**src/rtl/cpu_pkg.sv**
```systemverilog
// ---------------------------------------------------------------------------
// cpu_pkg
// Shared definitions for the fetch unit and the control unit's decoder:
// instruction width, instruction field bit positions, the fetch FSM state
// type and a helper that slices the decoder-visible fields out of a word.
// No ports (package).
// ---------------------------------------------------------------------------
package cpu_pkg;

    localparam int INSTR_W   = 32;

    // Field positions inside an ARM-style instruction word.
    localparam int COND_MSB  = 31;
    localparam int COND_LSB  = 28;
    localparam int OP_MSB    = 27;
    localparam int OP_LSB    = 26;
    localparam int FUNCT_MSB = 25;
    localparam int FUNCT_LSB = 20;
    localparam int RD_MSB    = 15;
    localparam int RD_LSB    = 12;

    typedef enum logic {
        FETCH = 1'b0,
        HOLD  = 1'b1
    } fetch_state_t;

    typedef struct packed {
        logic [COND_MSB-COND_LSB:0]   cond;
        logic [OP_MSB-OP_LSB:0]       op;
        logic [FUNCT_MSB-FUNCT_LSB:0] funct;
        logic [RD_MSB-RD_LSB:0]       rd;
    } instr_fields_t;

    function automatic instr_fields_t decode_fields(input logic [INSTR_W-1:0] word);
        instr_fields_t f;
        f.cond  = word[COND_MSB:COND_LSB];
        f.op    = word[OP_MSB:OP_LSB];
        f.funct = word[FUNCT_MSB:FUNCT_LSB];
        f.rd    = word[RD_MSB:RD_LSB];
        return f;
    endfunction

endpackage

```
**src/rtl/instr_fetch_unit_if.sv**
```systemverilog
// ---------------------------------------------------------------------------
// instr_fetch_unit_if
// Bundles the fetch unit's instruction-memory bus and its decode-side
// handshake/field outputs.
//   master : the fetch unit (drives imem_req/imem_addr and the IR outputs)
//   slave  : the surrounding memory + control unit/datapath
// Signals:
//   imem_req, imem_addr          fetch request and address (= pc)
//   imem_rvalid, imem_rdata      read response, one cycle per request
//   instr_valid, dec_ready       IR valid/ready handshake toward decode
//   pc_src, branch_target        redirect, sampled only on accept
//   instr, cond, op, funct, rd   instruction register and its fields
//   pc, pc_plus8                 address of the IR instruction and pc+8
// ---------------------------------------------------------------------------
interface instr_fetch_unit_if #(
    parameter int ADDR_W = 32
);
    import cpu_pkg::*;

    logic                  imem_req;
    logic [ADDR_W-1:0]     imem_addr;
    logic                  imem_rvalid;
    logic [INSTR_W-1:0]    imem_rdata;

    logic                  instr_valid;
    logic                  dec_ready;
    logic                  pc_src;
    logic [ADDR_W-1:0]     branch_target;

    logic [INSTR_W-1:0]    instr;
    logic [3:0]            cond;
    logic [1:0]            op;
    logic [5:0]            funct;
    logic [3:0]            rd;
    logic [ADDR_W-1:0]     pc;
    logic [ADDR_W-1:0]     pc_plus8;

    modport master (
        output imem_req, imem_addr,
        input  imem_rvalid, imem_rdata,
        output instr_valid,
        input  dec_ready, pc_src, branch_target,
        output instr, cond, op, funct, rd, pc, pc_plus8
    );

    modport slave (
        input  imem_req, imem_addr,
        output imem_rvalid, imem_rdata,
        input  instr_valid,
        output dec_ready, pc_src, branch_target,
        input  instr, cond, op, funct, rd, pc, pc_plus8
    );

endinterface

```
**src/rtl/pc_next_logic.sv**
```systemverilog
// ---------------------------------------------------------------------------
// pc_next_logic
// Combinational next-PC arithmetic for the fetch unit.
//   pc             in   current PC (word aligned)
//   pc_src         in   1 = take branch_target, 0 = sequential
//   branch_target  in   redirect address; bits [1:0] are forced to zero
//   pc_plus8       out  pc + 8 (ARM R15 read value), modulo 2^ADDR_W
//   pc_next        out  PC to load when the current instruction is accepted
// ---------------------------------------------------------------------------
module pc_next_logic #(
    parameter int ADDR_W = 32
) (
    input  logic [ADDR_W-1:0] pc,
    input  logic              pc_src,
    input  logic [ADDR_W-1:0] branch_target,
    output logic [ADDR_W-1:0] pc_plus8,
    output logic [ADDR_W-1:0] pc_next
);

    logic [ADDR_W-1:0] pc_plus4;
    logic [ADDR_W-1:0] target_aligned;

    // Additions wrap naturally at ADDR_W bits.
    assign pc_plus4       = pc + ADDR_W'(4);
    assign pc_plus8       = pc + ADDR_W'(8);
    assign target_aligned = branch_target & ~ADDR_W'(3);
    assign pc_next        = pc_src ? target_aligned : pc_plus4;

endmodule

```
**src/rtl/instr_fetch_unit.sv**
```systemverilog
// ---------------------------------------------------------------------------
// instr_fetch_unit
// Fetches one 32-bit instruction at a time from instruction memory into the
// instruction register and holds it (valid/ready) until decode consumes it,
// then advances the PC sequentially or to the resolved branch target.
//   clk      in   system clock, rising edge
//   reset    in   synchronous, active-high reset
//   fetch    --   instr_fetch_unit_if.master (memory bus + decode side)
//   stall_cnt out [15:0] saturating stall-cycle counter, only when the
//                 IF_STALL_CNT_EN macro is defined
// ---------------------------------------------------------------------------
module instr_fetch_unit
    import cpu_pkg::*;
#(
    parameter int                ADDR_W   = 32,
    parameter logic [ADDR_W-1:0] RESET_PC = '0
) (
    input  logic                 clk,
    input  logic                 reset,
    instr_fetch_unit_if.master   fetch
`ifdef IF_STALL_CNT_EN
    ,
    output logic [15:0]          stall_cnt
`endif
);

    fetch_state_t        state_q, state_d;
    logic [ADDR_W-1:0]   pc_q, pc_d;
    logic [INSTR_W-1:0]  instr_q, instr_d;
    logic                valid_q, valid_d;
    logic [ADDR_W-1:0]   pc_next;
    logic [ADDR_W-1:0]   pc_plus8;
    logic                accept;
    instr_fields_t       fields;

    pc_next_logic #(.ADDR_W(ADDR_W)) u_pc_next (
        .pc            (pc_q),
        .pc_src        (fetch.pc_src),
        .branch_target (fetch.branch_target),
        .pc_plus8      (pc_plus8),
        .pc_next       (pc_next)
    );

    assign accept = valid_q & fetch.dec_ready;

    // NOTE: every signal assigned here gets a default first, so no path
    // leaves one unassigned and no latch is inferred.
    always_comb begin
        state_d        = state_q;
        pc_d           = pc_q;
        instr_d        = instr_q;
        valid_d        = valid_q;
        fetch.imem_req = 1'b0;

        unique case (state_q)
            FETCH: begin
                // Request is suppressed while reset is held so it first
                // appears on the cycle after reset deasserts.
                fetch.imem_req = ~reset;
                if (fetch.imem_rvalid) begin
                    instr_d = fetch.imem_rdata;
                    valid_d = 1'b1;
                    state_d = HOLD;
                end
            end
            HOLD: begin
                if (accept) begin
                    valid_d = 1'b0;
                    pc_d    = pc_next;
                    state_d = FETCH;
                end
            end
            default: state_d = FETCH;
        endcase
    end

    // NOTE: state registers use non-blocking assignments so every flop
    // samples pre-edge values, independent of statement order.
    always_ff @(posedge clk) begin
        if (reset) begin
            state_q <= FETCH;
            pc_q    <= RESET_PC;
            instr_q <= '0;
            valid_q <= 1'b0;
        end else begin
            state_q <= state_d;
            pc_q    <= pc_d;
            instr_q <= instr_d;
            valid_q <= valid_d;
        end
    end

    assign fields            = decode_fields(instr_q);
    assign fetch.imem_addr   = pc_q;
    assign fetch.instr_valid = valid_q;
    assign fetch.instr       = instr_q;
    assign fetch.cond        = fields.cond;
    assign fetch.op          = fields.op;
    assign fetch.funct       = fields.funct;
    assign fetch.rd          = fields.rd;
    assign fetch.pc          = pc_q;
    assign fetch.pc_plus8    = pc_plus8;

`ifdef IF_STALL_CNT_EN
    // A stall is a cycle waiting on memory or waiting on decode.
    logic stall;
    assign stall = ((state_q == FETCH) && !fetch.imem_rvalid) ||
                   ((state_q == HOLD)  && !fetch.dec_ready);

    always_ff @(posedge clk) begin
        if (reset) begin
            stall_cnt <= '0;
        end else if (stall && (stall_cnt != 16'hFFFF)) begin
            stall_cnt <= stall_cnt + 16'd1;
        end
    end
`endif

endmodule

```
**src/flat_wrapper.sv**
```systemverilog
// flat-port wrapper written by rule: the top's interface ports become plain ports
module instr_fetch_unit_flat import cpu_pkg::*;
#(
    parameter int                ADDR_W   = 32,
    parameter logic [ADDR_W-1:0] RESET_PC = '0
)
  (clk, reset, fetch_imem_req, fetch_imem_addr, fetch_imem_rvalid, fetch_imem_rdata, fetch_instr_valid, fetch_dec_ready, fetch_pc_src, fetch_branch_target, fetch_instr, fetch_cond, fetch_op, fetch_funct, fetch_rd, fetch_pc, fetch_pc_plus8);
  instr_fetch_unit_if #(.ADDR_W(ADDR_W)) fetch_i ();
  input  logic clk;
  input  logic reset;
  output wire logic [$bits(fetch_i.imem_req)-1:0] fetch_imem_req;
  output wire logic [$bits(fetch_i.imem_addr)-1:0] fetch_imem_addr;
  input wire logic [$bits(fetch_i.imem_rvalid)-1:0] fetch_imem_rvalid;
  input wire logic [$bits(fetch_i.imem_rdata)-1:0] fetch_imem_rdata;
  output wire logic [$bits(fetch_i.instr_valid)-1:0] fetch_instr_valid;
  input wire logic [$bits(fetch_i.dec_ready)-1:0] fetch_dec_ready;
  input wire logic [$bits(fetch_i.pc_src)-1:0] fetch_pc_src;
  input wire logic [$bits(fetch_i.branch_target)-1:0] fetch_branch_target;
  output wire logic [$bits(fetch_i.instr)-1:0] fetch_instr;
  output wire logic [$bits(fetch_i.cond)-1:0] fetch_cond;
  output wire logic [$bits(fetch_i.op)-1:0] fetch_op;
  output wire logic [$bits(fetch_i.funct)-1:0] fetch_funct;
  output wire logic [$bits(fetch_i.rd)-1:0] fetch_rd;
  output wire logic [$bits(fetch_i.pc)-1:0] fetch_pc;
  output wire logic [$bits(fetch_i.pc_plus8)-1:0] fetch_pc_plus8;
  assign fetch_imem_req = fetch_i.imem_req;
  assign fetch_imem_addr = fetch_i.imem_addr;
  assign fetch_i.imem_rvalid = fetch_imem_rvalid;
  assign fetch_i.imem_rdata = fetch_imem_rdata;
  assign fetch_instr_valid = fetch_i.instr_valid;
  assign fetch_i.dec_ready = fetch_dec_ready;
  assign fetch_i.pc_src = fetch_pc_src;
  assign fetch_i.branch_target = fetch_branch_target;
  assign fetch_instr = fetch_i.instr;
  assign fetch_cond = fetch_i.cond;
  assign fetch_op = fetch_i.op;
  assign fetch_funct = fetch_i.funct;
  assign fetch_rd = fetch_i.rd;
  assign fetch_pc = fetch_i.pc;
  assign fetch_pc_plus8 = fetch_i.pc_plus8;
  instr_fetch_unit #(.ADDR_W(ADDR_W), .RESET_PC(RESET_PC)) u_core (.clk(clk), .reset(reset), .fetch(fetch_i));
endmodule
```
**config.mk**
```make
export PLATFORM = sky130hd
export DESIGN_NAME = instr_fetch_unit_flat
export DESIGN_NICKNAME = d
export VERILOG_FILES = /design/src/rtl/cpu_pkg.sv /design/src/rtl/instr_fetch_unit_if.sv /design/src/rtl/pc_next_logic.sv /design/src/rtl/instr_fetch_unit.sv /design/src/flat_wrapper.sv
export SDC_FILE = /design/constraint.sdc
export NUM_CORES = 1
export LEC_CHECK = 0
export BUFFER_PORTS_ARGS = -buffer_cell sky130_fd_sc_hd__clkbuf_2
export CAP_MARGIN = 25
export CORE_ASPECT_RATIO = 0.6
export CORE_MARGIN = 4
export CORE_UTILIZATION = 40
export DETAILED_ROUTE_END_ITERATION = 10
export HOLD_SLACK_MARGIN = 0.06
export PLACE_DENSITY = 0.73
export SLEW_MARGIN = 5
export SYNTH_ARGS = -nofsm -noshare
export SYNTH_HDL_FRONTEND = slang
export SYNTH_SLANG_ARGS = --single-unit
export TNS_END_PERCENT = 30
```
**constraint.sdc**
```tcl
create_clock -name clk -period 4 [get_ports clk]
set_clock_uncertainty 0.2 [all_clocks]
set_input_delay 0.2 -clock clk [delete_from_list [all_inputs] [get_ports clk]]
set_output_delay 0.2 -clock clk [all_outputs]
set_load 0.05 [all_outputs]
```
======== After elaboration in Yosys (flattened, before gate mapping) ========
Index checks and enable logic that the tools add are counted.
storage, ports and cells
  register bits after elaboration ......... 66
  logic and storage cells ................. 22
  output and inout bits ................... 146
  input port bits ......................... 69
cells by class
  add/sub/neg operators ................... 2
  reduce and logical (&&, ||, !) cells .... 3
  muxes and demuxes ....................... 8
  equal/unequal tests ..................... 2
  bitwise logic cells ..................... 3
operators with widths
  cell                                            count
  adder 32 x 3 -> 32 bit (second input constant)  1
  adder 32 x 4 -> 32 bit (second input constant)  1
  2-to-1 mux 32 bit                               1
  AND reduction 2 bit                             3
  2-to-1 mux 1 bit                                5
  != test 2 bit (second input constant)           2
  one-hot mux 1 bit (2 select lines)              2
  NOT 1 bit                                       2
  AND 1 bit                                       1

======== Depth between registers and ports, before layout ========
Gate-level depths: netlist of run 1.
  depth in word-level cells ............... 3
  mapped depth ............................ 7

======== By module ========
Synthesis of run 1 repeated with hierarchy kept, for this count alone.
second synthesis, totals
  cell total of the unflattened synthesis .. 588
  area total of the unflattened synthesis .. 4166.5 um2
modules (own cells, without submodules)
  module            cells each  area an instance (um2)  times used
  instr_fetch_unit  337         2636.3                  1
  pc_next_logic     251         1530.2                  1

======== Least setup slack after synthesis of run 1 ========
Ideal clock, no wire load.
  kind .................................... reg-to-output
  from .................................... register u_core.pc_q[4], in the netlist u_core.fetch.imem_addr[4]
  to ...................................... output fetch_pc_plus8[31]
  stages on the path, launching flop included .. 8
  path slack .............................. 0.584 ns
  arrival time ............................ 3.016 ns
  required time ........................... 3.600 ns
  cells stage by stage .................... dfxtp_1 > ha_1 > nand3_1 > nor4_1 > and2_1 > buf_2 > nand4_1 > xnor2_1
between the ends
  cells in the longest elaborated chain, start to end .. 1
ends and longest elaborated chain
  item                    line                    RTL
  start, declared         instr_fetch_unit.sv:28  logic [ADDR_W-1:0] pc_q, pc_d;
  start signal, assigned  instr_fetch_unit.sv:87  pc_q <= pc_d;
  adder 32 x 4 -> 32 bit  pc_next_logic.sv:25     assign pc_plus8 = pc + ADDR_W'(8);
  end, declared           flat_wrapper.sv:25      output wire logic [$bits(fetch_i.pc_plus8)-1:0] fetch_pc_plus8;
Every way passes these cells.

======== Worst setup path after layout of run 1 ========
Ends and elaborated chain as after synthesis.

==> summary.md, run 1 <==
| Metric | Value |
|---|---|
| Commonest non-fill, non-tap cell in the layout | `clkbuf_2` |
| CTS buffer count | `9` |
| Number of synthesized flops with an enable pin | `0` |
| Final setup TNS | `0 ns` |
| Die ar. | `11570 um^2` |
| Area contributors post-synth | `dfxtp_1 32%, buf_4 10%, nand2_1 9.3%, a21oi_1 7.4%, xnor2_1 3.1%` |
| Area Growth Syn to Fin | `41.61%` |
| Area taken by flip-flops and latches | `1281 um^2` |
| Crit start category | `register` |
| Distinct cell type count after synthesis | `52` |
| Final hold violations | `0` |
| Clk slew on worst S/H paths | `0.06 ns` |
| First-pass GRT wire length | `21410 um` |
| Mapped cell area | `3945 um^2` |
| Post-DP HPWL | `9721 um` |
| TritonCTS Sinks | `64` |
| Outcome | `completed` |
| # setup viols final | `0` |
| Synth area leader | `dfxtp_1` |
| Synth Register Bits | `64` |
| Num rows | `27` |
| CP Data Required Time | `3.60 ns` |
| DR vias/cell | `5.292` |
| CTS root buf | `clkbuf_16` |
| Clock Latency Late Sink | `0.33 ns` |
| H-Tree Level Count | `3` |
| Post-CTS Hold Fix Bufs | `57` |
| RSZ-0062 raised after global routing | `false` |
| Post-route design area | `5587 um^2` |
| Synthesized area per cell | `7.360 um^2` |
| Core area | `9392 um^2` |
| Relative slew slack | `0.4396` |
| Clock Path Buffers | `2` |
| Clk pwr share | `0.445` |
| Sw Ratio | `0.2995` |
| Final worst slack | `0.5399 ns` |
| Initial antenna violation count | `2` |
| Post-cts sizing count | `0` |
| Die Wd | `136.2 um` |
| Largest net degree at the start of global routing | `36` |
| Dpl ws | `0.9412 ns` |
| Async set-or-reset flop fraction in the synthesized netlist | `0` |
| Post-synthesis sequential area ratio | `0.3248` |
| Post-route minimum period | `3.460 ns` |
| CTS tree | `yes` |
| CP Max Fanout | `8` |
| Predominant post-synthesis flop cell | `dfxtp_1` |
| Combinational Power Share | `0.201` |
| PD cells | `348.7 nW/um^2` |
| Fillers | `861` |
| Final wirelength | `13960 um` |
| Placed Cells | `791` |
| FMAX | `289.0 MHz` |
| Iter 0 DRT Violations | `379` |
| Multi-input logic area | `2092 um^2` |
| Worst-Margin Slew | `0.8330 ns` |
| Post-DP Area | `4679 um^2` |
| Starting Density | `0.4201` |
| Final Slew Violations | `0` |
| Top-area cell type share of the netlist area | `0.3248` |
| Worst hold-check path type | `in -> reg` |
| Sw power | `583.4 uW` |
| Layout Nets | `800` |
| Fraction of layout cells with a size suffix above 1 | `0.3270` |
| Setup bufs post-CTS | `0` |
| Synth warn | `0` |
| Crit Path Class | `reg -> out` |
| Flop pwr share | `0.354` |
| Final period utilization | `0.8650` |
| MaxCap Viol Count | `0` |
| Gpl congestion | `0.9535` |
| Worst Setup End Kind | `output pin` |
| Fin cells | `866` |
| P_leak | `0.002558 uW` |
| Top-level port count | `215` |
| Internal Power | `1364 uW` |
| Arr. time, crit path | `3.06 ns` |
| DRC errors left | `0` |
| Input/output buffers | `206` |
| Die height | `84.93 um` |
| Post-DRT Antenna Nets | `0` |
| Routed len/inst | `16.12 um` |
| Final global-route overflow total | `0` |
| Commonest cells after routing, fill and taps aside | `206 x clkbuf_2, 98 x nand2_1, 64 x dfxtp_1` |
| Worst vdd ir | `237.7 uV` |
| Syn Inst Count | `536` |
| Initial DRT Pass Iterations | `5` |
| Vias in the first global route | `4119` |
| Routed vias | `4583` |
| Gr usage total | `0.2295` |
-- registers in the layout, summed over array words and instances, names as in the netlist --
name,flops
u_core.fetch.instr,32
u_core.fetch.instr_valid,1
u_core.state_q,1
u_core.fetch.imem_addr,30
-- power groups by stage --
stage	Clock (uW)	Sequential (uW)	Combinational, uW
6_report	867	689	392
5_1_grt	909	692	415
4_1_cts	886	688	389
3_5_place_dp	0	701	343
3_3_place_gp	0	699	336
2_1_floorplan	0	776	191
-- per-layer routing --
metal,GRT usage,vias up,part of all wire
li1,-,2210,-
met1,0.3016,2109,0.42
met2,0.3588,249,0.46
met3,0.07346,15,0.10
met4,0.07319,0,0.014
met5,0,-,0
-- stage by stage --
stage / hold slack, ns / utilization / power, uW
2_1_floorplan: 0.1360 / - / 967.0
3_3_place_gp: 0.2236 / 0.4951 / 1035
3_5_place_dp: 0.2272 / 0.4983 / 1044
4_1_cts: 0.06136 / 0.5943 / 1962
5_1_grt: 0.08641 / 0.5949 / 2016
6_report: 0.07675 / 0.5949 / 1948
-- synthesized netlist by cell type, types with 2 or more instances --
| master | n |
|---|---|
| nand2_1 | 98 |
| dfxtp_1 | 64 |
| a21oi_1 | 58 |
| buf_4 | 53 |
| clkbuf_1 | 31 |
| nor2_1 | 30 |
| o21ai_0 | 21 |
| nand3_1 | 19 |
| nor3_1 | 15 |
| xnor2_1 | 14 |
| xor2_1 | 13 |
| nor4_1 | 12 |
| nand4_1 | 11 |
| and3_1 | 8 |
| a211oi_1 | 7 |
| buf_2 | 7 |
| inv_1 | 6 |
| a22oi_1 | 5 |
| a311oi_1 | 5 |
| a31oi_1 | 4 |
| o31ai_1 | 4 |
| a22o_1 | 3 |
| a31o_2 | 3 |
| and4_1 | 3 |
| buf_1 | 3 |
| a21o_1 | 2 |
| a32o_1 | 2 |
| and2_1 | 2 |
| clkbuf_2 | 2 |
| ha_1 | 2 |
| mux2i_1 | 2 |
| nand2b_1 | 2 |
| nor2b_1 | 2 |
| o21bai_1 | 2 |
| o22ai_1 | 2 |
| or3_1 | 2 |
| or4_1 | 2 |
-- worst paths after layout --
| check | start | endpoint | slack, ns | cells past startpoint |
|---|---|---|---|---|
| hold / removal | fetch_branch_target[19] | u_core.fetch.imem_addr[19] | 0.08 | 4 |
| setup / recovery | u_core.fetch.imem_addr[4] | fetch_pc_plus8[31] | 0.54 | 7 |
| hold reg to reg | u_core.fetch.instr[18] | u_core.fetch.instr[18] | 0.25 | 2 |
| setup reg to reg | u_core.fetch.imem_addr[2] | u_core.fetch.imem_addr[22] | 1.03 | 6 |
-- critical path: stages, from the launching register on --
cell      delay, ns
dfxtp_1        0.48
ha_1           0.30
nand3_1        0.26
nor4_1         0.73
and2_1         0.36
nand4_1        0.14
xnor2_1        0.16
clkbuf_2       0.30
-- area by class of cell --
type | count | area share
multi-input cells | 375 | 0.3745
inverters | 6 | 0.004031
flip-flops and latches | 64 | 0.2293
clock inverters | 5 | 0.01411
diodes | 2 | 0.0008959
repair buffers | 273 | 0.3028
clock buffers | 11 | 0.04524
well taps | 130 | 0.02912
-- logic make-up (layout without fill, tap and decap cells) --
group	count (synthesis)	after routing	share of synthesized area
and+or+nand+nor	212	212	0.2572
AOI/OAI and AO/OA	126	126	0.1954
buffers and inverters	102	295	0.1503
DFF	64	64	0.3248
xor gates and xnor gates	27	27	0.05994
adders and majority gates	2	2	0.006342
muxes	2	2	0.005075
other	1	8	0.0009506
Power figures use the tool's default switching activity.
==> run 2: changes to the inputs <==
--- a/config.mk
+++ b/config.mk
@@ -11,6 +11,5 @@
 export CORE_MARGIN = 4
-export CORE_UTILIZATION = 40
+export CORE_UTILIZATION = 49
 export DETAILED_ROUTE_END_ITERATION = 10
-export HOLD_SLACK_MARGIN = 0.06
-export PLACE_DENSITY = 0.73
+export PLACE_DENSITY = 0.87
 export SLEW_MARGIN = 5
==> constraint.sdc (replaced) <==
create_clock -name clk -period 4 [get_ports clk]
set_clock_uncertainty 0.2 [all_clocks]
set_input_delay 0.4 -clock clk [delete_from_list [all_inputs] [get_ports clk]]
set_output_delay 0.4 -clock clk [all_outputs]
set_load 0.05 [all_outputs]
==> summary.md, run 2 (same netlist as run 1, synthesis figures left out) <==
| Metric | Value |
|---|---|
| Clk slew on worst S/H paths | `0.06 ns` |
| Fraction of layout cells with a size suffix above 1 | `0.3516` |
| Routed vias | `4369` |
| Area Growth Syn to Fin | `26.32%` |
| Iter 0 DRT Violations | `514` |
| Largest net degree at the start of global routing | `45` |
| Gpl congestion | `0.9169` |
| CTS root buf | `clkbuf_16` |
| P_leak | `0.002309 uW` |
| DRC errors left | `0` |
| CTS buffer count | `9` |
| Die ar. | `9598 um^2` |
| Commonest non-fill, non-tap cell in the layout | `clkbuf_2` |
| DR vias/cell | `5.587` |
| CTS tree | `yes` |
| Worst Setup End Kind | `output pin` |
| Post-DRT Antenna Nets | `0` |
| CP Data Required Time | `3.40 ns` |
| Starting Density | `0.5025` |
| H-Tree Level Count | `3` |
| TritonCTS Sinks | `64` |
| Max FFs per register | `32` |
| Num rows | `25` |
| Fillers | `708` |
| Post-cts sizing count | `0` |
| Crit Path Class | `reg -> out` |
| First-pass GRT wire length | `20270 um` |
| Number of diodes | `0` |
| Hold WS | `0.09391 ns` |
| Worst vdd ir | `215.6 uV` |
| Input/output buffers | `206` |
| Final global-route overflow total | `0` |
| # setup viols final | `0` |
| Clock Latency Late Sink | `0.32 ns` |
| Die height | `77.51 um` |
| Die Wd | `123.8 um` |
| MaxCap Viol Count | `0` |
| Routed len/inst | `16.47 um` |
| Final wirelength | `12880 um` |
| CP Max Fanout | `8` |
| Worst hold-check path type | `in -> reg` |
| Vias in the first global route | `4008` |
| Clock Path Buffers | `2` |
| Commonest cells after routing, fill and taps aside | `206 x clkbuf_2, 98 x nand2_1, 64 x dfxtp_1` |
| Gr usage total | `0.2641` |
| Multi-input logic area | `2092 um^2` |
| Final setup TNS | `0 ns` |
| Worst-Margin Slew | `0.8459 ns` |
| Arr. time, crit path | `3.01 ns` |
| Post-CTS Hold Fix Bufs | `0` |
| Layout Nets | `740` |
| PD cells | `392.9 nW/um^2` |
| Final period utilization | `0.9034` |
| Relative slew slack | `0.4309` |
| Top-level port count | `215` |
| Post-DP HPWL | `9669 um` |
| Post-route minimum period | `3.614 ns` |
| Final hold violations | `0` |
| FMAX | `276.7 MHz` |
| Core area | `7851 um^2` |
| Setup bufs post-CTS | `0` |
| Initial DRT Pass Iterations | `6` |
| Final Slew Violations | `0` |
| Outcome | `completed` |
| RSZ-0062 raised after global routing | `false` |
| Area taken by flip-flops and latches | `1281 um^2` |
| Crit start category | `register` |
| Initial antenna violation count | `0` |
## run 2: power breakdown
| part | switching [uW] | internal [uW] | leakage [uW] |
|---|---|---|---|
| Combinational | 258 | 86.1 | 0.00162 |
| Clock | 297 | 629 | 0.000169 |
| Sequential | 25.5 | 663 | 0.000521 |
## run 2: path summary, 6_finish.rpt
| check | from | to | slack (ns) | cells after the start |
|---|---|---|---|---|
| setup / recovery | u_core.fetch.imem_addr[4] | fetch_pc_plus8[31] | 0.39 | 7 |
| hold reg to reg | u_core.fetch.instr[11] | u_core.fetch.instr[11] | 0.25 | 2 |
| hold / removal | fetch_imem_rdata[24] | u_core.fetch.instr[24] | 0.09 | 3 |
| setup reg to reg | u_core.fetch.imem_addr[2] | u_core.fetch.imem_addr[22] | 1.06 | 6 |
## run 2: metal layers
layer  vias to the layer above  part of all wire  track usage
li1                       2085                 -            -
met1                      2004              0.41       0.3643
met2                       258              0.45       0.3978
met3                        22              0.12      0.07720
met4                         0             0.017      0.07845
met5                         -                 0            0
## run 2: area by class of cell
class | instances | area share
clock inverters | 6 | 0.02310
multi-input cells | 375 | 0.4198
flip-flops and latches | 64 | 0.2571
repair buffers | 213 | 0.2204
inverters | 6 | 0.004519
well taps | 108 | 0.02712
clock buffers | 10 | 0.04795
## run 2: worst max-delay path, stage by stage, from the launching register on
cell and delay (ns):
dfxtp_1 0.46, ha_1 0.28, nand3_1 0.28, nor4_1 0.70, and2_1 0.38, nand4_1 0.15
xnor2_1 0.15, clkbuf_2 0.29
## run 2: stage by stage
| step | instance area [um^2] | std cells | total power, uW | setup slack (ns) | utilization |
|---|---|---|---|---|---|
| 2_1_floorplan | 3964 | 541 | 967.0 | 0.3845 | - |
| 3_3_place_gp | 4599 | 764 | 1032 | 0.8948 | 0.5858 |
| 3_5_place_dp | 4614 | 765 | 1042 | 0.7557 | 0.5877 |
| 4_1_cts | 4969 | 781 | 1966 | 0.4009 | 0.6328 |
| 5_1_grt | 4984 | 782 | 2025 | 0.1628 | 0.6347 |
| 6_report | 4984 | 782 | 1958 | 0.3864 | 0.6347 |
